<file path="src/rtl/dmem_bus_master_pkg.sv">
// dmem_bus_master_pkg: shared FSM state encoding and data-bus constants
package dmem_bus_master_pkg;
  localparam int BUS_W = 32;
  localparam logic [BUS_W-1:0] DATA_BASE_DEF = 32'h0000_2000;
  typedef enum logic [1:0] {IDLE = 2'd0, BUSY = 2'd1, DONE = 2'd2} state_t;
endpackage

</file>
<file path="src/rtl/dmem_bus_master_timeout_ctr.sv">
// dmem_bus_master_timeout_ctr: saturating bus-wait counter that flags when the limit is reached
module dmem_bus_master_timeout_ctr #(
  parameter int W = 5
) (
  input  logic         clk,
  input  logic         rst,
  input  logic         clr,
  input  logic         en,
  input  logic [W-1:0] limit,
  output logic         expired
);
  logic [W-1:0] cnt_q, cnt_d;
  assign expired = cnt_q == limit;
  always_comb cnt_d = clr ? '0 : (en && !expired) ? cnt_q + W'(1) : cnt_q;
  always_ff @(posedge clk) cnt_q <= !rst ? '0 : cnt_d;
endmodule

</file>
<file path="src/rtl/dmem_bus_master.sv">
// dmem_bus_master: turns MEM-stage load/store strobes into timed req/ack data-bus transactions
module dmem_bus_master
  import dmem_bus_master_pkg::*;
#(
  parameter logic [BUS_W-1:0] DATA_BASE = DATA_BASE_DEF,
  parameter int TIMEOUT_CYC = 16
) (
  input  logic             clk,
  input  logic             rst,
  input  logic             mem_read,
  input  logic             mem_write,
  input  logic [BUS_W-1:0] adr,
  input  logic [BUS_W-1:0] write_data,
  output logic [BUS_W-1:0] read_data,
  output logic             stall,
  output logic             mem_err,
  output logic             bus_req,
  output logic             bus_we,
  output logic [BUS_W-1:0] bus_addr,
  output logic [BUS_W-1:0] bus_wdata,
  input  logic             bus_ack,
  input  logic [BUS_W-1:0] bus_rdata
);
  localparam int CW = $clog2(TIMEOUT_CYC + 1);
  state_t state_q, state_d;
  logic bus_req_q, bus_req_d, bus_we_q, bus_we_d, mem_err_q, mem_err_d;
  logic [BUS_W-1:0] bus_addr_q, bus_addr_d, bus_wdata_q, bus_wdata_d, read_data_q, read_data_d;
  logic take, busy, expired;
  assign take = state_q == IDLE && (mem_read || mem_write);
  assign busy = state_q == BUSY;
  assign stall = take || busy;
  assign read_data = read_data_q;
  assign mem_err = mem_err_q;
  assign bus_req = bus_req_q;
  assign bus_we = bus_we_q;
  assign bus_addr = bus_addr_q;
  assign bus_wdata = bus_wdata_q;
  dmem_bus_master_timeout_ctr #(.W(CW)) u_tmo (
    .clk(clk),
    .rst(rst),
    .clr(take),
    .en(busy),
    .limit(CW'(TIMEOUT_CYC - 1)),
    .expired(expired)
  );
  always_comb begin
    state_d = state_q;
    bus_req_d = bus_req_q;
    bus_we_d = bus_we_q;
    bus_addr_d = bus_addr_q;
    bus_wdata_d = bus_wdata_q;
    read_data_d = read_data_q;
    mem_err_d = 1'b0;
    if (take) begin
      if (adr[1:0] != 2'b00) begin
        state_d = DONE;
        mem_err_d = 1'b1;
        read_data_d = '0;
      end else begin
        state_d = BUSY;
        bus_req_d = 1'b1;
        bus_we_d = mem_write;
        bus_addr_d = adr - DATA_BASE;
        bus_wdata_d = write_data;
      end
    end else if (busy && (bus_ack || expired)) begin
      state_d = DONE;
      bus_req_d = 1'b0;
      mem_err_d = !bus_ack;
      read_data_d = (bus_ack && !bus_we_q) ? bus_rdata : '0;
    end else if (state_q != IDLE && !busy) begin
      state_d = IDLE;
    end
  end
  always_ff @(posedge clk) begin
    if (!rst) begin
      state_q <= IDLE;
      bus_req_q <= 1'b0;
      bus_we_q <= 1'b0;
      bus_addr_q <= '0;
      bus_wdata_q <= '0;
      read_data_q <= '0;
      mem_err_q <= 1'b0;
    end else begin
      state_q <= state_d;
      bus_req_q <= bus_req_d;
      bus_we_q <= bus_we_d;
      bus_addr_q <= bus_addr_d;
      bus_wdata_q <= bus_wdata_d;
      read_data_q <= read_data_d;
      mem_err_q <= mem_err_d;
    end
  end
endmodule
</file>
<file path="config.mk">
export PLATFORM = sky130hd
export DESIGN_NAME = dmem_bus_master
export DESIGN_NICKNAME = d
export VERILOG_FILES = /design/src/rtl/dmem_bus_master_pkg.sv /design/src/rtl/dmem_bus_master_timeout_ctr.sv /design/src/rtl/dmem_bus_master.sv
export SDC_FILE = /design/constraint.sdc
export NUM_CORES = 1
export LEC_CHECK = 0
export BUFFER_PORTS_ARGS = -buffer_cell sky130_fd_sc_hd__buf_2
export CORE_ASPECT_RATIO = 1.1
export CORE_UTILIZATION = 46
export DETAILED_ROUTE_END_ITERATION = 10
export PLACE_DENSITY_LB_ADDON = 0.2
export SLEW_MARGIN = 20
export SYNTH_ARGS = -nofsm -noshare
export SYNTH_HDL_FRONTEND = slang
export SYNTH_HIERARCHICAL = 1
export SYNTH_SLANG_ARGS = --single-unit
</file>
<file path="constraint.sdc">
create_clock -name clk -period 2.4 [get_ports clk]
set_input_delay 0.24 -clock clk [delete_from_list [all_inputs] [get_ports clk]]
set_output_delay 0.24 -clock clk [all_outputs]
set_load 0.03 [all_outputs]
</file>
==> metrics <==
post-layout min period=2132 ps; Avg Inst Size Synth=slightly below 9 um2; die area=around 9300 um2; largest area contributor in the netlist=dfxtp_1; Switching Share=around 29%; worst skew pair latency=around 370 ps; total CTS buffers=9; vias in the first global route=3731; Sequential cell area=between 2000 and 2500 um2; gpl congestion=roughly 0.83; Synth Area in Simple Gates=19.59%; startpoint types=flop; area of the multi-input gates=between 1500 and 2000 um2; Post-Synth XOR/XNOR Area=under 10%; Port Buffer Count=200; Leak=between 2 and 3 nW; required time worst endpoint=~2700 ps; Post-Synth Adder-Cell Area=less than 1%; switching pwr=between 1 and 1.5 mW; most common cell in the netlist=dfxtp_1; clock-pin slew on the worst setup and hold paths=120 ps; Fmax achieved=469.1 MHz; Resized Gates After CTS=0; HP Start=bus_rdata[21]; Starting Density=between 40% and 50%; final instance area=roughly 5500 um2; Unique masters post-synth=around 50; Fin Clk Skew=19.02 ps; cts hold-fix bufs=0; top cells by area, synth=dfxtp_1, nand2_1, a22o_1; Yosys reg bits=~110; Root Buffer=clkbuf_8; 1st-pass router iterations=4; Post-synth EDFFs=0; fin. max-slew vios=0; CP startpoint=u_tmo/cnt_q[2]; Cell Area, Synth=4101 um2; register share of total power=between 50 and 60%; ys flop type=dfxtp_1; max_slew headroom=between 30% and 40%; Max Cap Viol=0; post-synthesis mux area share=0.3661%; Post-CTS Setup Bufs=0; status=complete, no violations; via count=between 4000 and 5000; layout cell share with drive strength beyond 1=between 30% and 40%; Setup CP Type=reg2reg; largest family of logic cells by synthesized area=compound AO/OA/AOI/OAI gates; Slew @ Worst Pin=about 970 ps; Synth-to-Final Area Change=33.01%; CTS tree=yes; register area share after synthesis=between 50% and 60%; combinational group share of total power=between 10 and 15%; Core ar.=approximately 8500 um2; number of remaining DRC errors=0; remaining global-route overflow=0; post-DP HPWL=about 8000 um; ANT nets after route=0; Worst Path Arrival=2390 ps; pwr dens=approximately 650 nW/um2; top post-synthesis cells by count=dfxtp_1, nand2_1, a21oi_1; Final Hold Viols=0; unrepaired setup endpoints after global routing=no; Tcrit/Tclk final=88.83%; Peak VDD IR=between 300 and 400 uV; 1st-iter DRT viols=143; IO Pins=~200; DIE HEIGHT=101.0 um; worst r2r src=u_tmo/cnt_q[2]; crit-path max FO=31; Critical Path End Type=flop; nets@finish=764; Clock Tree Buf Depth=2; global-route wire length before repair=roughly 17000 um; setup_tns=0 ps; filler cell count=around 800; placement-stage cell area=5238 um2; setup violators final=0; final wirelength=about 11000 um; cell internal pwr=between 2 and 3 mW; H-Tree Depth=3; Total GRT Usage=a little under a quarter; row cnt=35; post-DR wirelength/cell=between 10 and 15 um; Synth Area in Compound Gates=between 20% and 30%; count of mapped cells out of synthesis=466; yosys warns=6; vias per cell=just over 5; Worst Hold Class=in2reg; Sink Count=about 110; largest net degree at the start of global routing=57; antenna diode count=0; Post-synth ARST share=0%; Die Wd=92.03 um; Clock power frac=about a third; initial antenna violation count=0; share of the synthesized area in the top cell type=just over 50%
-- placed cells by master (no fill, tap or decap), types with 2 or more instances in the layout --
cell type,count
conb_1,7
nand2_1,99
or3_2,2
buf_2,200
nor4_1,4
o211ai_1,4
and3_1,2
buf_4,9
nand2b_1,2
a31oi_1,9
dfxtp_1,106
xnor2_1,5
a21oi_1,52
o31ai_1,4
inv_8,3
nor3_1,7
nand4_1,3
o21ai_0,17
clkbuf_8,9
nor2_1,26
xor2_1,6
a211oi_1,6
nand3_1,9
a22o_1,31
inv_1,6
or4_1,3
xnor2_2,3
ha_1,2
-- worst paths after layout --
kind,slack [ps],cells after the start,endpoint
worst min-delay path,70,2,read_data[21]
worst max register to register,270,8,read_data[25]
worst min register to register,460,2,bus_addr[2]
worst max-delay path,270,8,read_data[25]
-- area by class of cell --
cell class	count	area share, %
flip-flops and latches	106	38.90
multi-input cells	327	34.13
repair buffers	210	19.95
well taps	111	2.546
clock buffers	9	2.271
clock inverters	7	1.720
inverters	7	0.4817
-- critical path, cell delays in order (launching register included) --
cell,delay [ps]
dfxtp_1,510
xnor2_2,180
nand4_4,200
and2b_2,260
nor2_1,50
o21ai_0,260
nor2_2,60
buf_4,230
a22o_1,270
-- state kept, by name (all words and copies together), names as in the netlist --
name / count
bus_addr: 32
bus_wdata: 32
read_data: 32
u_tmo/cnt_q: 5
state_q: 2
bus_req: 1
bus_we: 1
mem_err: 1
-- layer usage --
metal  global-route usage, %  vias to the layer above  routed length [um]
li1                        -                     2011                   -
met1                   26.03                     1848                4410
met2                   40.41                      127                5444
met3                   6.410                       17                 705
met4                   8.053                        0                 194
met5                       0                        -                   0
-- cells by family after synthesis --
logic type | Yosys count
other cells | 2
simple gates | 174
mux | 1
fa+ha+maj | 2
flops | 106
compound gates | 129
buf+inv | 38
xor+xnor | 14
-- stage by stage --
step | cells | setup WS (ps) | utilization (%) | hold slack [ps] | total power, mW
after CTS | 777 | 255.8 | 64.21 | 56.75 | 3.555
after global routing | 777 | 128.5 | 64.21 | 44.35 | 3.687
final | 777 | 268.1 | 64.21 | 65.02 | 3.526
after detailed placement | 761 | 272.3 | 61.65 | 444.1 | 2.398
after global placement | 761 | 289.5 | 61.65 | 439.1 | 2.385
after floorplan | 471 | 337.1 | - | 336.2 | 2.190
-- power by group through the flow --
stage	sequential, mW	clock [mW]	combinational, mW
6_report	1.85	1.17	0.507
2_1_floorplan	2.00	0	0.187
3_3_place_gp	1.89	0	0.499
5_1_grt	1.86	1.28	0.554
3_5_place_dp	1.89	0	0.509
4_1_cts	1.85	1.20	0.510
(Power assumes the default switching activity.)
